$ cat src/rtl/video_pkg.sv
// Shared constants and helpers for the raster timing / test-pattern generator.
package video_pkg;

  // Pattern selector encodings; 5-7 fall back to solid.
  localparam logic [2:0] MODE_SOLID    = 3'd0;
  localparam logic [2:0] MODE_BARS     = 3'd1;
  localparam logic [2:0] MODE_CHECKER  = 3'd2;
  localparam logic [2:0] MODE_GRADIENT = 3'd3;
  localparam logic [2:0] MODE_IMAGE    = 3'd4;

  // One bit per component: a set bit means that component is fully on.
  typedef struct packed {
    logic g;
    logic r;
    logic b;
  } bar_rgb_t;

  // Bar index modulo 8 maps straight onto the {G,R,B} bit pattern.
  function automatic bar_rgb_t bar_color(input int idx);
    logic [31:0] v;
    v = idx;
    return bar_rgb_t'(v[2:0]);
  endfunction

  // Full period of one axis: active plus porches plus sync.
  function automatic int axis_total(input int active, input int fp, input int sync, input int bp);
    return active + fp + sync + bp;
  endfunction

  // Counter width large enough for 0 .. max(h_total, v_total)-1.
  function automatic int ctr_width(input int h_total, input int v_total);
    int m;
    m = (h_total > v_total) ? h_total : v_total;
    return (m <= 2) ? 1 : $clog2(m);
  endfunction

endpackage

$ cat src/rtl/video_timing_core.sv
// Raster x/y counters with sync/data-enable decode and first-pixel flag.
module video_timing_core
  import video_pkg::*;
#(
  parameter int H_ACTIVE = 1365,
  parameter int H_FP     = 8,
  parameter int H_SYNC   = 24,
  parameter int H_BP     = 18,
  parameter int V_ACTIVE = 768,
  parameter int V_FP     = 3,
  parameter int V_SYNC   = 6,
  parameter int V_BP     = 3,
  parameter int CW       = 11
) (
  input  logic          clk,
  input  logic          rst,
  input  logic          enable,
  output logic [CW-1:0] x,
  output logic [CW-1:0] y,
  output logic [CW-1:0] x_next,
  output logic [CW-1:0] y_next,
  output logic          de_raw,
  output logic          hs_raw,
  output logic          vs_raw,
  output logic          first_px
);

  localparam int H_TOTAL = axis_total(H_ACTIVE, H_FP, H_SYNC, H_BP);
  localparam int V_TOTAL = axis_total(V_ACTIVE, V_FP, V_SYNC, V_BP);

  if (H_TOTAL > (1 << CW) || V_TOTAL > (1 << CW)) begin : g_width_check
    $error("video_timing_core: counter width too small for raster totals");
  end

  logic [31:0] x32;
  logic [31:0] y32;

  assign x32 = 32'(x);
  assign y32 = 32'(y);

  // Next raster position; a low enable parks the raster at the origin.
  always_comb begin
    x_next = x;
    y_next = y;
    if (!enable) begin
      x_next = '0;
      y_next = '0;
    end else if (x32 == 32'(H_TOTAL - 1)) begin
      x_next = '0;
      y_next = (y32 == 32'(V_TOTAL - 1)) ? '0 : y + CW'(1);
    end else begin
      x_next = x + CW'(1);
    end
  end

  // Stage-0 position register.
  always_ff @(posedge clk) begin
    if (rst) begin
      x <= '0;
      y <= '0;
    end else begin
      x <= x_next;
      y <= y_next;
    end
  end

  // Timing decode from the current position; vertical sync spans whole lines.
  always_comb begin
    de_raw   = (x32 < 32'(H_ACTIVE)) && (y32 < 32'(V_ACTIVE));
    hs_raw   = (x32 >= 32'(H_ACTIVE + H_FP)) && (x32 < 32'(H_ACTIVE + H_FP + H_SYNC));
    vs_raw   = (y32 >= 32'(V_ACTIVE + V_FP)) && (y32 < 32'(V_ACTIVE + V_FP + V_SYNC));
    first_px = (x == '0) && (y == '0);
  end

endmodule

$ cat src/rtl/video_pattern_timing_gen.sv
// Raster timing plus five-mode test-pattern source with a 2-cycle output pipeline.
module video_pattern_timing_gen
  import video_pkg::*;
#(
  parameter int H_ACTIVE  = 1365,
  parameter int H_FP      = 8,
  parameter int H_SYNC    = 24,
  parameter int H_BP      = 18,
  parameter int V_ACTIVE  = 768,
  parameter int V_FP      = 3,
  parameter int V_SYNC    = 6,
  parameter int V_BP      = 3,
  parameter bit HS_POL    = 1'b0,
  parameter bit VS_POL    = 1'b0,
  parameter int COLOR_W   = 8,
  parameter int BAR_COUNT = 8,
  parameter int CHK_LOG2  = 4,
  parameter int IMG_W     = 102,
  parameter int IMG_H     = 102,
  parameter int IMG_AW    = 14
) (
  input  logic                 clk,
  input  logic                 rst,
  input  logic                 enable,
  input  logic [2:0]           mode,
  input  logic [3*COLOR_W-1:0] solid_rgb,
  output logic [IMG_AW-1:0]    img_addr,
  input  logic [3*COLOR_W-1:0] img_data,
  output logic                 hsync,
  output logic                 vsync,
  output logic                 de,
  output logic [COLOR_W-1:0]   red,
  output logic [COLOR_W-1:0]   green,
  output logic [COLOR_W-1:0]   blue,
  output logic                 frame_start
);

  localparam int H_TOTAL = axis_total(H_ACTIVE, H_FP, H_SYNC, H_BP);
  localparam int V_TOTAL = axis_total(V_ACTIVE, V_FP, V_SYNC, V_BP);
  localparam int CW      = ctr_width(H_TOTAL, V_TOTAL);
  localparam int RGB_W   = 3 * COLOR_W;
  localparam int BAR_W   = H_ACTIVE / BAR_COUNT;
  localparam int BIW     = (BAR_COUNT > 1) ? $clog2(BAR_COUNT) : 1;
  localparam int BCW     = (BAR_W > 1) ? $clog2(BAR_W) : 1;

  if (IMG_W * IMG_H > (1 << IMG_AW)) begin : g_img_check
    $error("video_pattern_timing_gen: image window does not fit IMG_AW");
  end
  if (BAR_W < 1 || CHK_LOG2 > 31) begin : g_pat_check
    $error("video_pattern_timing_gen: bar/checker parameters out of range");
  end

  logic [CW-1:0]      x, y, x_next, y_next;
  logic               de_raw, hs_raw, vs_raw, first_px;
  logic [31:0]        x32, y32;
  logic               latch_now, in_win, next_in_win, use_img;
  logic [2:0]         mode_reg, mode_eff;
  logic [RGB_W-1:0]   solid_reg, solid_eff;
  logic [COLOR_W-1:0] frame_reg, frame_eff;
  logic [BIW-1:0]     bar_idx_reg;
  logic [BCW-1:0]     bar_cnt_reg;
  logic [2:0]         bar_bits;
  logic [RGB_W-1:0]   bar_rgb, pat_rgb, rgb1_reg, rgb_reg;
  logic               de1_reg, hs1_reg, vs1_reg, fs1_reg, img1_reg;
  bar_rgb_t           bc;

  video_timing_core #(
    .H_ACTIVE(H_ACTIVE), .H_FP(H_FP), .H_SYNC(H_SYNC), .H_BP(H_BP),
    .V_ACTIVE(V_ACTIVE), .V_FP(V_FP), .V_SYNC(V_SYNC), .V_BP(V_BP),
    .CW(CW)
  ) u_core (
    .clk(clk), .rst(rst), .enable(enable),
    .x(x), .y(y), .x_next(x_next), .y_next(y_next),
    .de_raw(de_raw), .hs_raw(hs_raw), .vs_raw(vs_raw), .first_px(first_px)
  );

  assign x32         = 32'(x);
  assign y32         = 32'(y);
  assign in_win      = (x32 < 32'(IMG_W)) && (y32 < 32'(IMG_H));
  assign next_in_win = (32'(x_next) < 32'(IMG_W)) && (32'(y_next) < 32'(IMG_H));

  // Frame-wide settings switch on the first pixel itself, so the whole frame sees them.
  always_comb begin
    latch_now = enable && first_px;
    mode_eff  = latch_now ? mode : mode_reg;
    solid_eff = latch_now ? solid_rgb : solid_reg;
    frame_eff = latch_now ? frame_reg + COLOR_W'(1) : frame_reg;
  end

  // Mode/colour latch and frame counter, updated once per frame start.
  always_ff @(posedge clk) begin
    if (rst) begin
      mode_reg  <= MODE_SOLID;
      solid_reg <= '0;
      frame_reg <= '0;
    end else if (latch_now) begin
      mode_reg  <= mode;
      solid_reg <= solid_rgb;
      frame_reg <= frame_reg + COLOR_W'(1);
    end
  end

  // Bar index tracks x; remainder pixels stay in the saturated last bar.
  always_ff @(posedge clk) begin
    if (rst || x_next == '0) begin
      bar_idx_reg <= '0;
      bar_cnt_reg <= '0;
    end else if (bar_cnt_reg == BCW'(BAR_W - 1)) begin
      bar_cnt_reg <= '0;
      if (bar_idx_reg != BIW'(BAR_COUNT - 1)) bar_idx_reg <= bar_idx_reg + BIW'(1);
    end else begin
      bar_cnt_reg <= bar_cnt_reg + BCW'(1);
    end
  end

  // Image address follows the next position so memory data lines up one cycle later.
  always_ff @(posedge clk) begin
    if (rst || (x_next == '0 && y_next == '0)) img_addr <= '0;
    else if (next_in_win) img_addr <= img_addr + IMG_AW'(1);
  end

  assign bc       = bar_color(int'(bar_idx_reg));
  assign bar_bits = {bc.r, bc.g, bc.b};

  genvar gi;
  for (gi = 0; gi < 3; gi++) begin : g_bar_comp
    assign bar_rgb[gi*COLOR_W +: COLOR_W] = {COLOR_W{bar_bits[gi]}};
  end

  // Stage-0 pattern selection; image mode defers the colour to the memory read.
  always_comb begin
    pat_rgb = solid_eff;
    use_img = 1'b0;
    case (mode_eff)
      MODE_BARS:     pat_rgb = bar_rgb;
      MODE_CHECKER:  pat_rgb = {RGB_W{x32[CHK_LOG2] ^ y32[CHK_LOG2]}};
      MODE_GRADIENT: pat_rgb = {x32[COLOR_W-1:0], y32[COLOR_W-1:0], frame_eff};
      MODE_IMAGE:    use_img = in_win;
      default:       pat_rgb = solid_eff;
    endcase
  end

  // Stage 1: decoded timing and pattern, forced inactive while disabled.
  always_ff @(posedge clk) begin
    if (rst || !enable) begin
      de1_reg  <= 1'b0;
      hs1_reg  <= 1'b0;
      vs1_reg  <= 1'b0;
      fs1_reg  <= 1'b0;
      img1_reg <= 1'b0;
      rgb1_reg <= '0;
    end else begin
      de1_reg  <= de_raw;
      hs1_reg  <= hs_raw;
      vs1_reg  <= vs_raw;
      fs1_reg  <= first_px;
      img1_reg <= use_img;
      rgb1_reg <= pat_rgb;
    end
  end

  // Stage 2: output registers with polarity applied and blanking outside de.
  always_ff @(posedge clk) begin
    if (rst) begin
      de          <= 1'b0;
      hsync       <= ~HS_POL;
      vsync       <= ~VS_POL;
      frame_start <= 1'b0;
      rgb_reg     <= '0;
    end else begin
      de          <= de1_reg;
      hsync       <= hs1_reg ? HS_POL : ~HS_POL;
      vsync       <= vs1_reg ? VS_POL : ~VS_POL;
      frame_start <= fs1_reg;
      rgb_reg     <= !de1_reg ? '0 : (img1_reg ? img_data : rgb1_reg);
    end
  end

  assign red   = rgb_reg[3*COLOR_W-1:2*COLOR_W];
  assign green = rgb_reg[2*COLOR_W-1:COLOR_W];
  assign blue  = rgb_reg[COLOR_W-1:0];

endmodule

$ cat config.mk
export PLATFORM = sky130hd
export DESIGN_NAME = video_pattern_timing_gen
export DESIGN_NICKNAME = d
export VERILOG_FILES = /design/src/rtl/video_pkg.sv /design/src/rtl/video_timing_core.sv /design/src/rtl/video_pattern_timing_gen.sv
export SDC_FILE = /design/constraint.sdc
export NUM_CORES = 1
export LEC_CHECK = 0
export CAP_MARGIN = 5
export CORE_MARGIN = 2
export CORE_UTILIZATION = 49
export CTS_CLUSTER_DIAMETER = 40
export CTS_CLUSTER_SIZE = 25
export DETAILED_ROUTE_END_ITERATION = 6
export DONT_BUFFER_PORTS = 1
export SYNTH_ARGS = -nofsm -noshare
export SYNTH_HDL_FRONTEND = slang
export SYNTH_SLANG_ARGS = --single-unit
$ cat constraint.sdc
create_clock -name clk -period 3.2 [get_ports clk]
set_input_delay 0.48 -clock clk [delete_from_list [all_inputs] [get_ports clk]]
set_output_delay 0.48 -clock clk [all_outputs]
set_load 0.005 [all_outputs]
==> qor.csv, run 1 <==
stage,metric,value,unit
floorplan,Initial Util,50.1,%
floorplan,Die Y,115,um
timing,fmax,0.335,GHz
detailed_routing,DRC violation total after the first TritonRoute iteration,252,
critical_path,cell mode on critical path,buf_4,
run_status,status,finished clean,
critical_path,crit path max fanout,9,
timing,Tmin final,2.99,ns
layout,most frequent cells in the layout,"139 x dfxtp_1, 98 x nor2_1, 60 x mux2i_1",
placed_design,dpl cell area,6180,sq um
synth,"EDFF count, synth",0,
detailed_routing,drc violations,0,
clock_network,CTS tree,done,
timing,Fin Hold WS,0.136,ns
timing,final hold violation count,0,
detailed_routing,First-pass DRT Iterations,7,
placed_design,# port buffers,0,
detailed_routing,Routed Antenna Nets,0,
timing,Setup Skew,0.0138,ns
critical_path,Worst Path Buf+Inv,2,
layout,Non-Filler Instances,807,
layout,area delta synth->final,12.4,%
clock_network,Bufs on Longest Clock Path,2,
detailed_routing,vias,4628,
timing,Final TNS setup,0,ns
synth,yosys warns,0,
timing,Final period util,93.4,%
layout,"most common cell after layout, fill and taps aside",dfxtp_1,
synth,syn avg cell area,9.25,sq um
timing,RSZ-0062 raised after global routing,no,
synth,top post-synthesis cells by area,"dfxtp_1 46%, mux2i_1 10%, nor2_1 6.1%, a221oi_1 3.5%, nand2_1 2.9%",
timing,Relative slew margins,44.2,%
detailed_routing,Post-Route WL,13.3,mm
detailed_routing,Avg WL per Cell,16.4,um
power_and_ir_drop,Peak VDD IR,0.303,mV
layout,diode count,0,
clock_network,Post-CTS Setup Bufs,0,
critical_path,crit-path leading delay family,simple AND/OR/NAND/NOR gates,
floorplan,number of core rows,40,
layout,final net count,715,
critical_path,max incr delay on CP,0.43,ns
synth,Main synth FF type,dfxtp_1,
detailed_routing,routed vias/inst,5.73,
critical_path,CP Capture Type,flip-flop,
global_route,pin count of the biggest net entering global routing,45,
global_route,gr ovfl total,0,
synth,Post-Syn Area,6000,sq um
critical_path,Critical-path top delay cell,or3_1,
placed_design,Detail Placement HPWL,9.60,mm
global_route,first-pass GRT wire length,22.1,mm
floorplan,die width,115,um
clock_network,clock-pin slew on the worst setup and hold paths,0.06,ns
placed_design,global placer's final weighted congestion,0.859,
layout,Multi-input gate area,2970,sq um
critical_path,Crit path arrival time,3.29,ns
synth,"Seq/Total Area, Yosys",46.4,%
synth,Yosys cell types,57,
global_route,number of global-route vias before repair,4439,
clock_network,"Clk Latency, worst-skew pair",0.41,ns
layout,FF+latch area,2780,sq um
clock_network,Num CTS Buffers,17,
synth,post-synthesis register bit count,139,
timing,worst-margin pin slew,0.837,ns
power_and_ir_drop,leakage,2.43,nW
global_route,initial antenna violation count,0,
clock_network,Clock Root Buffer,clkbuf_16,
floorplan,core area,12000,sq um
synth,leading area contributor after synthesis,dfxtp_1,
flow_run,max_cap viols,0,
critical_path,Crit Path Category,flip-flop to flip-flop,
power_and_ir_drop,overall power,3.82,mW
timing,endpoints failing setup,0,
synth,Synthesized Nets,714,
power_and_ir_drop,Power Density,567,nW/um^2
critical_path,Worst Setup Start Kind,flip-flop,
layout,layout cells sized above 1,10.0,%
layout,layout filler cell count,1097,
critical_path,critical path cell sequence,or3_1 > or3b_1 > nor4_2 > buf_4 > mux2i_1 > buf_4 > a21oi_1 > o21a_1 > a221oi_1,
critical_path,WP data required,3.51,ns
floorplan,die area,13100,sq um
timing,Final Max Slew Viols,0,
synth,Post-Synthesis Cells,648,
clock_network,CTS Sinks,139,
layout,Layout Cell Area excl Fill,6740,sq um
global_route,gr usage total,21.2,%
clock_network,Max H-tree Level,4,
floorplan,IO Pins,96,
hold_path,Hold Crit Class,input port to flip-flop,
synth,Post-synth ARST share,0,%
placed_design,placed instance count,777,
synth,Yosys top cell area share,46.4,%
-- metal layers --
layer	vias up	global-route usage, %	wire (um)	share of wire (%)
li1	2294	-	-	-
met1	2154	29.0	6220	47
met2	165	32.1	5930	45
met3	15	6.19	946	7.1
met4	0	7.15	175	1.3
met5	-	0	0	0
-- through the flow --
stage                     setup slack, ns  utilization (%)
after floorplan                     0.277                -
after global placement              0.224             51.7
after detailed placement            0.168             51.7
after CTS                           0.161             56.2
after global routing              0.00123             56.3
final                               0.211             56.3
-- synthesized netlist by cell type, types with 9 or more instances --
library cell    n
dfxtp_1       139
nor2_1         98
mux2i_1        60
nand2_1        47
clkbuf_1       30
a221oi_1       24
nand3_1        23
a21oi_1        20
xor2_1         20
inv_1          13
nand4_1        13
xnor2_1        13
ha_1           12
nor4_1         12
nand2b_1       11
nor2b_1        11
or3_1           9
-- repair_timing --
item	4_1_cts	5_1_grt
resized for setup	0	2
setup endpoints to repair	0	14
hold buffers	0	0
-- cells by family after synthesis --
logic type,share of synthesized area [%]
multiplexers,10.0
AND/OR/NAND/NOR,21.8
adder cells (fa/ha/maj),2.50
flip-flops,46.4
XOR/XNOR,4.82
buffers and inverters,4.32
AO/OA/AOI/OAI,10.2
-- cell type report --
type,instances,share of cell area (%)
multi-input cells,452,44.1
flip-flops and latches,139,41.3
clock buffers,20,6.63
repair buffers,26,3.08
well taps,147,2.73
clock inverters,10,1.43
inverters,13,0.724
-- worst register-to-register path, stage by stage (launching register included) --
cell and delay, ns:
dfxtp_1 0.34, or3_1 0.43, or3b_1 0.42, nor4_2 0.31
buf_4 0.24, mux2i_1 0.24, buf_4 0.17, a21oi_1 0.09
o21a_1 0.33, a221oi_1 0.31
-- final timing paths --
kind                                        startpoint                       end  slack, ns  cells past startpoint
worst max-delay path            u_core.y[9]$_SDFF_PP0_    rgb1_reg[3]$_SDFF_PP0_       0.21                      9
worst min-delay path                               rst  solid_reg[16]$_SDFF_PP0_       0.14                      1
worst max register to register  u_core.y[9]$_SDFF_PP0_    rgb1_reg[3]$_SDFF_PP0_       0.21                      9
worst min register to register      hs1_reg$_SDFF_PP0_          hsync$_SDFF_PP1_       0.37                      1
-- power breakdown --
part	total [mW]	switching, mW	internal [mW]
logic	0.222	0.134	0.0882
registers	1.81	0.0222	1.79
clock network	1.79	0.708	1.08
Note: power is estimated with default switching activity, not from simulation.
==> inputs of run 2 (changes only) <==
- ABC_AREA: not set -> 1
==> qor.csv, run 2 <==
stage,metric,value,unit
run_status,status,finished clean,
layout,final net count,1024,
detailed_routing,DRC violation total after the first TritonRoute iteration,498,
critical_path,WP data required,3.49,ns
placed_design,# port buffers,0,
global_route,first-pass GRT wire length,27.3,mm
layout,FF+latch area,2780,sq um
timing,endpoints failing setup,0,
floorplan,Die Y,121,um
detailed_routing,Post-Route WL,16.5,mm
layout,layout filler cell count,1288,
synth,"Seq/Total Area, Yosys",41.3,%
synth,leading area contributor after synthesis,dfxtp_1,
power_and_ir_drop,sequential share of power,44.3,%
timing,Relative slew margins,46.8,%
floorplan,IO Pins,96,
synth,top post-synthesis cells by area,"dfxtp_1 41%, nand2_1 12%, nor2_1 10%, inv_1 6.5%, a21oi_1 3.8%",
timing,final hold violation count,0,
critical_path,Crit path arrival time,3.03,ns
timing,Final TNS setup,0,ns
floorplan,die area,14700,sq um
timing,Setup Skew,0.00695,ns
clock_network,CTS Sinks,139,
placed_design,global placer's final weighted congestion,0.972,
global_route,number of global-route vias before repair,5526,
layout,Multi-input gate area,3260,sq um
clock_network,Max H-tree Level,4,
power_and_ir_drop,Power Density,554,nW/um^2
timing,Tmin final,2.74,ns
synth,yosys warns,0,
critical_path,Critical-path top delay cell,dfxtp_1,
power_and_ir_drop,Peak VDD IR,0.319,mV
layout,layout cells sized above 1,7.62,%
clock_network,CTS Hold Bufs,0,
synth,Post-Syn Area,6730,sq um
clock_network,Num CTS Buffers,17,
critical_path,Crit Path Category,flip-flop to flip-flop,
power_and_ir_drop,leakage,3.08,nW
power_and_ir_drop,clock share of power,49.0,%
timing,Final Max Slew Viols,0,
detailed_routing,Avg WL per Cell,14.4,um
global_route,gr ovfl total,0,
floorplan,number of core rows,42,
power_and_ir_drop,switching part of the total,25.5,%
critical_path,critical path cell sequence,inv_1 > ha_1 > nand3_1 > nor2_4 > nand2_4 > nor2_2 > nand3_1 > nand3_1 > nand2_1 > nor2_4 > nand3_2 > nand2_1 > a21oi_1,
synth,Yosys top cell area share,41.3,%
global_route,pin count of the biggest net entering global routing,63,
detailed_routing,First-pass DRT Iterations,5,
detailed_routing,vias,6019,
clock_network,clock-pin slew on the worst setup and hold paths,0.06,ns
layout,diode count,0,
critical_path,RR Startpoint,u_core.x[0]$_SDFF_PP0_,
detailed_routing,routed vias/inst,5.25,
clock_network,"Clk Latency, worst-skew pair",0.42,ns
power_and_ir_drop,P_int,3.04,mW
layout,most frequent cells in the layout,"207 x nand2_1, 182 x nor2_1, 139 x dfxtp_1",
timing,Final period util,85.6,%
synth,most frequent cell after synthesis,nand2_1,
hold_path,Worst Hold Launch,rst,
timing,fmax,0.365,GHz
timing,worst-margin pin slew,0.796,ns
synth,Main synth FF type,dfxtp_1,
hold_path,Hold Crit Class,input port to flip-flop,
clock_network,Post-CTS Setup Bufs,0,
synth,syn avg cell area,6.93,sq um
power_and_ir_drop,switching pwr,1.04,mW
power_and_ir_drop,combinational fraction of design power,6.7,%
floorplan,Initial Util,50.4,%
timing,RSZ-0062 raised after global routing,no,
critical_path,CP Capture Type,flip-flop,
detailed_routing,drc violations,0,
detailed_routing,Routed Antenna Nets,0,
global_route,initial antenna violation count,0,
floorplan,core area,13300,sq um
clock_network,post_cts resized,0,
synth,Synthesized Nets,1037,
timing,Fin Hold WS,0.129,ns
placed_design,Detail Placement HPWL,12.0,mm
critical_path,Worst Setup Start Kind,flip-flop,
synth,post-synthesis register bit count,139,
layout,area delta synth->final,9.61,%
clock_network,CTS tree,done,
synth,most frequent cells after synthesis,"207 x nand2_1, 182 x nor2_1, 139 x dfxtp_1",
synth,Post-synth ARST share,0,%
floorplan,die width,121,um
critical_path,crit path max fanout,16,
synth,"EDFF count, synth",0,
synth,Yosys cell types,36,
flow_run,max_cap viols,0,
synth,Post-Synthesis Cells,971,
layout,"most common cell after layout, fill and taps aside",nand2_1,
critical_path,cell mode on critical path,nand3_1,
clock_network,Clock Root Buffer,clkbuf_16,
critical_path,max incr delay on CP,0.39,ns
global_route,gr usage total,23.6,%
critical_path,CP startpoint,u_core.x[0]$_SDFF_PP0_,
clock_network,Bufs on Longest Clock Path,2,
-- run 2: changes by cell type in the layout (fill, tap and decap cells not counted), sizes merged, moves of 19 or more --
cell and change:
nand4 +19, a21oi +32, nand3 +26, inv +117, nor2 +91, a221oi -24, nand2 +169, mux2i -60
o21ai +51, buf -19
-- run 2: worst paths after layout --
kind         slack, ns  cells after the start                       end
max               0.46                     13  img_addr[2]$_SDFFE_PP0P_
min               0.13                      1   solid_reg[5]$_SDFF_PP0_
max reg2reg       0.46                     13  img_addr[2]$_SDFFE_PP0P_
min reg2reg       0.39                      1          hsync$_SDFF_PP1_
-- run 2: routing by layer --
metal	vias up	routed length [um]	share of wire (%)	GRT usage, %
li1	3038	-	-	-
met1	2785	8130	49	33.1
met2	178	7160	43	35.5
met3	18	967	5.8	5.26
met4	0	280	1.7	8.69
met5	-	0	0	0
-- run 2: layout make-up --
class	count	share of cell area [%]
Timing Repair Buffer	7	0.712
Multi-Input combinational cell	670	44.1
Clock inverter	15	2.42
Tap cell	176	2.98
Inverter	123	6.26
Sequential cell	139	37.7
Clock buffer	17	5.77
-- run 2: power by group through the flow --
stage,clock [mW],sequential (mW),combinational [mW]
CTS,2.04,1.81,0.275
global route,2.13,1.81,0.316
floorplan,0,1.84,0.232
global placement,0,1.85,0.268
finish,2.00,1.81,0.275
detailed placement,0,1.85,0.273
-- run 2: worst max-delay path, delay by kind of cell (launching register included) --
family	cells	cell delay, ns
compound gates	1	0.07
simple gates	10	1.80
buf+inv	1	0.16
flops	1	0.39
fa+ha+maj	1	0.18
-- run 2: per-stage QoR --
step           util, %  area (sq um)  total power, mW  worst slack [ns]  instances
4_1_cts           55.3          7380             4.13             0.492       1147
6_report          55.3          7380             4.09             0.460       1147
3_3_place_gp      50.7          6770             2.11             0.566       1115
2_1_floorplan        -          6730             2.07              1.13        971
3_5_place_dp      50.7          6770             2.12             0.499       1115
5_1_grt           55.3          7380             4.26             0.200       1147
-- run 2: logic make-up after synthesis --
kind of cell	share of synthesized area, %
xor+xnor	3.25
simple gates	33.4
flops	41.3
compound gates	9.52
buf+inv	10.3
fa+ha+maj	2.23
==> inputs of run 3 (changes only) <==
- CTS_BUF_LIST: not set -> sky130_fd_sc_hd__clkbuf_4
==> qor.csv, run 3 (synthesis results as in run 2) <==
stage,metric,value,unit
run_status,status,finished clean,
layout,"most common cell after layout, fill and taps aside",nand2_1,
global_route,first-pass GRT wire length,27.4,mm
timing,worst-margin pin slew,0.790,ns
placed_design,dpl cell area,6770,sq um
clock_network,post_cts resized,0,
placed_design,Detail Placement HPWL,12.0,mm
critical_path,Crit path arrival time,3.21,ns
floorplan,Die Y,121,um
clock_network,Bufs on Longest Clock Path,2,
global_route,most used routing layer,met2,
layout,most frequent cells in the layout,"207 x nand2_1, 182 x nor2_1, 139 x dfxtp_1",
detailed_routing,drc violations,0,
timing,RSZ-0062 raised after global routing,no,
timing,final hold violation count,0,
clock_network,clock-pin slew on the worst setup and hold paths,0.14,ns
critical_path,flop-to-flop setup slack,0.45,ns
critical_path,crit path max fanout,13,
layout,final core utilization,53.4,%
layout,final net count,1027,
layout,layout cells sized above 1,7.70,%
timing,Final TNS setup,0,ns
clock_network,"Clk Latency, worst-skew pair",0.56,ns
critical_path,CP Capture Type,flip-flop,
floorplan,IO Pins,96,
power_and_ir_drop,leakage,2.97,nW
floorplan,die width,121,um
hold_path,hold path depth,2,
global_route,GR Layer Usage met1,33.3,%
layout,Layout Cell Area excl Fill,7130,sq um
critical_path,WP data required,3.66,ns
clock_network,CTS tree,done,
power_and_ir_drop,Power Density,467,nW/um^2
hold_path,Min-Delay Endpoint,rgb_reg[22]$_SDFF_PP0_,
power_and_ir_drop,Peak VDD IR,0.237,mV
detailed_routing,First-pass DRT Iterations,7,
floorplan,number of core rows,42,
global_route,initial antenna violation count,1,
placed_design,global placer's final weighted congestion,0.972,
detailed_routing,routed vias/inst,5.18,
critical_path,r2r worst-path depth,11,
critical_path,Worst Setup Start Kind,flip-flop,
flow_run,max_cap viols,0,
global_route,gr ovfl total,0,
floorplan,Initial Util,50.4,%
placed_design,# port buffers,0,
floorplan,die area,14700,sq um
global_route,gr usage total,23.6,%
clock_network,Num CTS Buffers,17,
detailed_routing,Avg WL per Cell,14.5,um
floorplan,core area,13300,sq um
timing,endpoints failing setup,0,
critical_path,FF-to-FF End,rgb1_reg[12]$_SDFF_PP0_,
clock_network,Clock Root Buffer,clkbuf_4,
global_route,M2 GR Usage,35.9,%
timing,Final Max Slew Viols,0,
timing,Relative slew margins,47.2,%
layout,area delta synth->final,5.93,%
timing,Final period util,85.9,%
timing,fmax,0.364,GHz
detailed_routing,Post-Route WL,16.7,mm
timing,Setup Skew,0.0171,ns
global_route,number of global-route vias before repair,5494,
hold_path,Hold Crit Class,input port to flip-flop,
global_route,pin count of the biggest net entering global routing,60,
timing,Tmin final,2.75,ns
clock_network,Post-CTS Setup Bufs,0,
critical_path,RR Startpoint,u_core.x[0]$_SDFF_PP0_,
clock_network,CTS Sinks,139,
detailed_routing,DRC violation total after the first TritonRoute iteration,491,
hold_path,Worst Hold Launch,img_data[22],
detailed_routing,Routed Antenna Nets,0,
clock_network,Max H-tree Level,4,
global_route,GRT met3 Usage,4.56,%
critical_path,Crit Path Category,flip-flop to flip-flop,
detailed_routing,vias,5966,
run 3: cell types whose count changed in the layout (fill, tap and decap cells not counted):
| cell | previous run | this run |
|---|---|---|
| diode_2 | 0 | 1 |
| clkbuf_16 | 17 | 0 |
| buf_16 | 0 | 1 |
| dlygate4sd3_1 | 0 | 2 |
| clkbuf_4 | 0 | 17 |
run 3: worst max-delay path by stage:
| stage | depth (start not counted) | endpoint | from |
|---|---|---|---|
| 2_1_floorplan | 16 | img_addr[6]$_SDFFE_PP0P_ | u_core.x[0]$_SDFF_PP0_ |
| 3_3_place_gp | 11 | rgb1_reg[10]$_SDFF_PP0_ | u_core.x[1]$_SDFF_PP0_ |
| 3_5_place_dp | 11 | rgb1_reg[12]$_SDFF_PP0_ | u_core.x[0]$_SDFF_PP0_ |
| 4_1_cts | 11 | rgb1_reg[12]$_SDFF_PP0_ | u_core.x[0]$_SDFF_PP0_ |
| 5_1_grt | 15 | img_addr[2]$_SDFFE_PP0P_ | u_core.x[0]$_SDFF_PP0_ |
| 6_report | 11 | rgb1_reg[12]$_SDFF_PP0_ | u_core.x[0]$_SDFF_PP0_ |
run 3: cell type report:
| class | instances | area (sq um) |
|---|---|---|
| Antenna cell | 1 | 2.50 |
| Clock buffer | 17 | 128 |
| Clock inverter | 15 | 179 |
| Fill cell | 1322 | 6220 |
| Inverter | 123 | 462 |
| Multi-Input combinational cell | 670 | 3260 |
| Sequential cell | 139 | 2780 |
| Tap cell | 176 | 220 |
| Timing Repair Buffer | 10 | 100 |
run 3: power breakdown:
part | switching (mW) | total (mW) | internal (mW)
combinational | 0.206 | 0.293 | 0.0873
sequential | 0.0235 | 1.81 | 1.78
clock | 0.735 | 1.23 | 0.492
run 3: routing by layer:
layer | share of wire, % | vias to the layer above
met1 | 49 | 2732
met5 | 0 | -
met3 | 5.7 | 26
met4 | 2.0 | 0
li1 | - | 3037
met2 | 43 | 171
run 3: critical path, stage by stage (launching register included):
cell	delay [ns]
dfxtp_1	0.41
inv_1	0.16
ha_1	0.18
nand4_1	0.12
nor3_2	0.20
nand3_2	0.27
nand2_1	0.19
o21ai_4	0.12
a21oi_4	0.42
nand3_2	0.23
nor2_1	0.24
nor2_1	0.08
run 3: per-stage QoR:
| stage | hold WS, ns | power [mW] | cells | worst slack, ns |
|---|---|---|---|---|
| floorplan | 0.352 | 2.07 | 971 | 1.13 |
| global placement | 0.388 | 2.11 | 1115 | 0.566 |
| detailed placement | 0.381 | 2.12 | 1115 | 0.499 |
| CTS | 0.00410 | 3.36 | 1149 | 0.474 |
| global route | 0.000406 | 3.49 | 1151 | 0.206 |
| finish | 0.0407 | 3.33 | 1151 | 0.451 |
run 3: repair_timing:
action,in CTS,in global routing
hold buffers,2,1
endpoints found under the setup margin,0,0
hold endpoints to repair,59,1
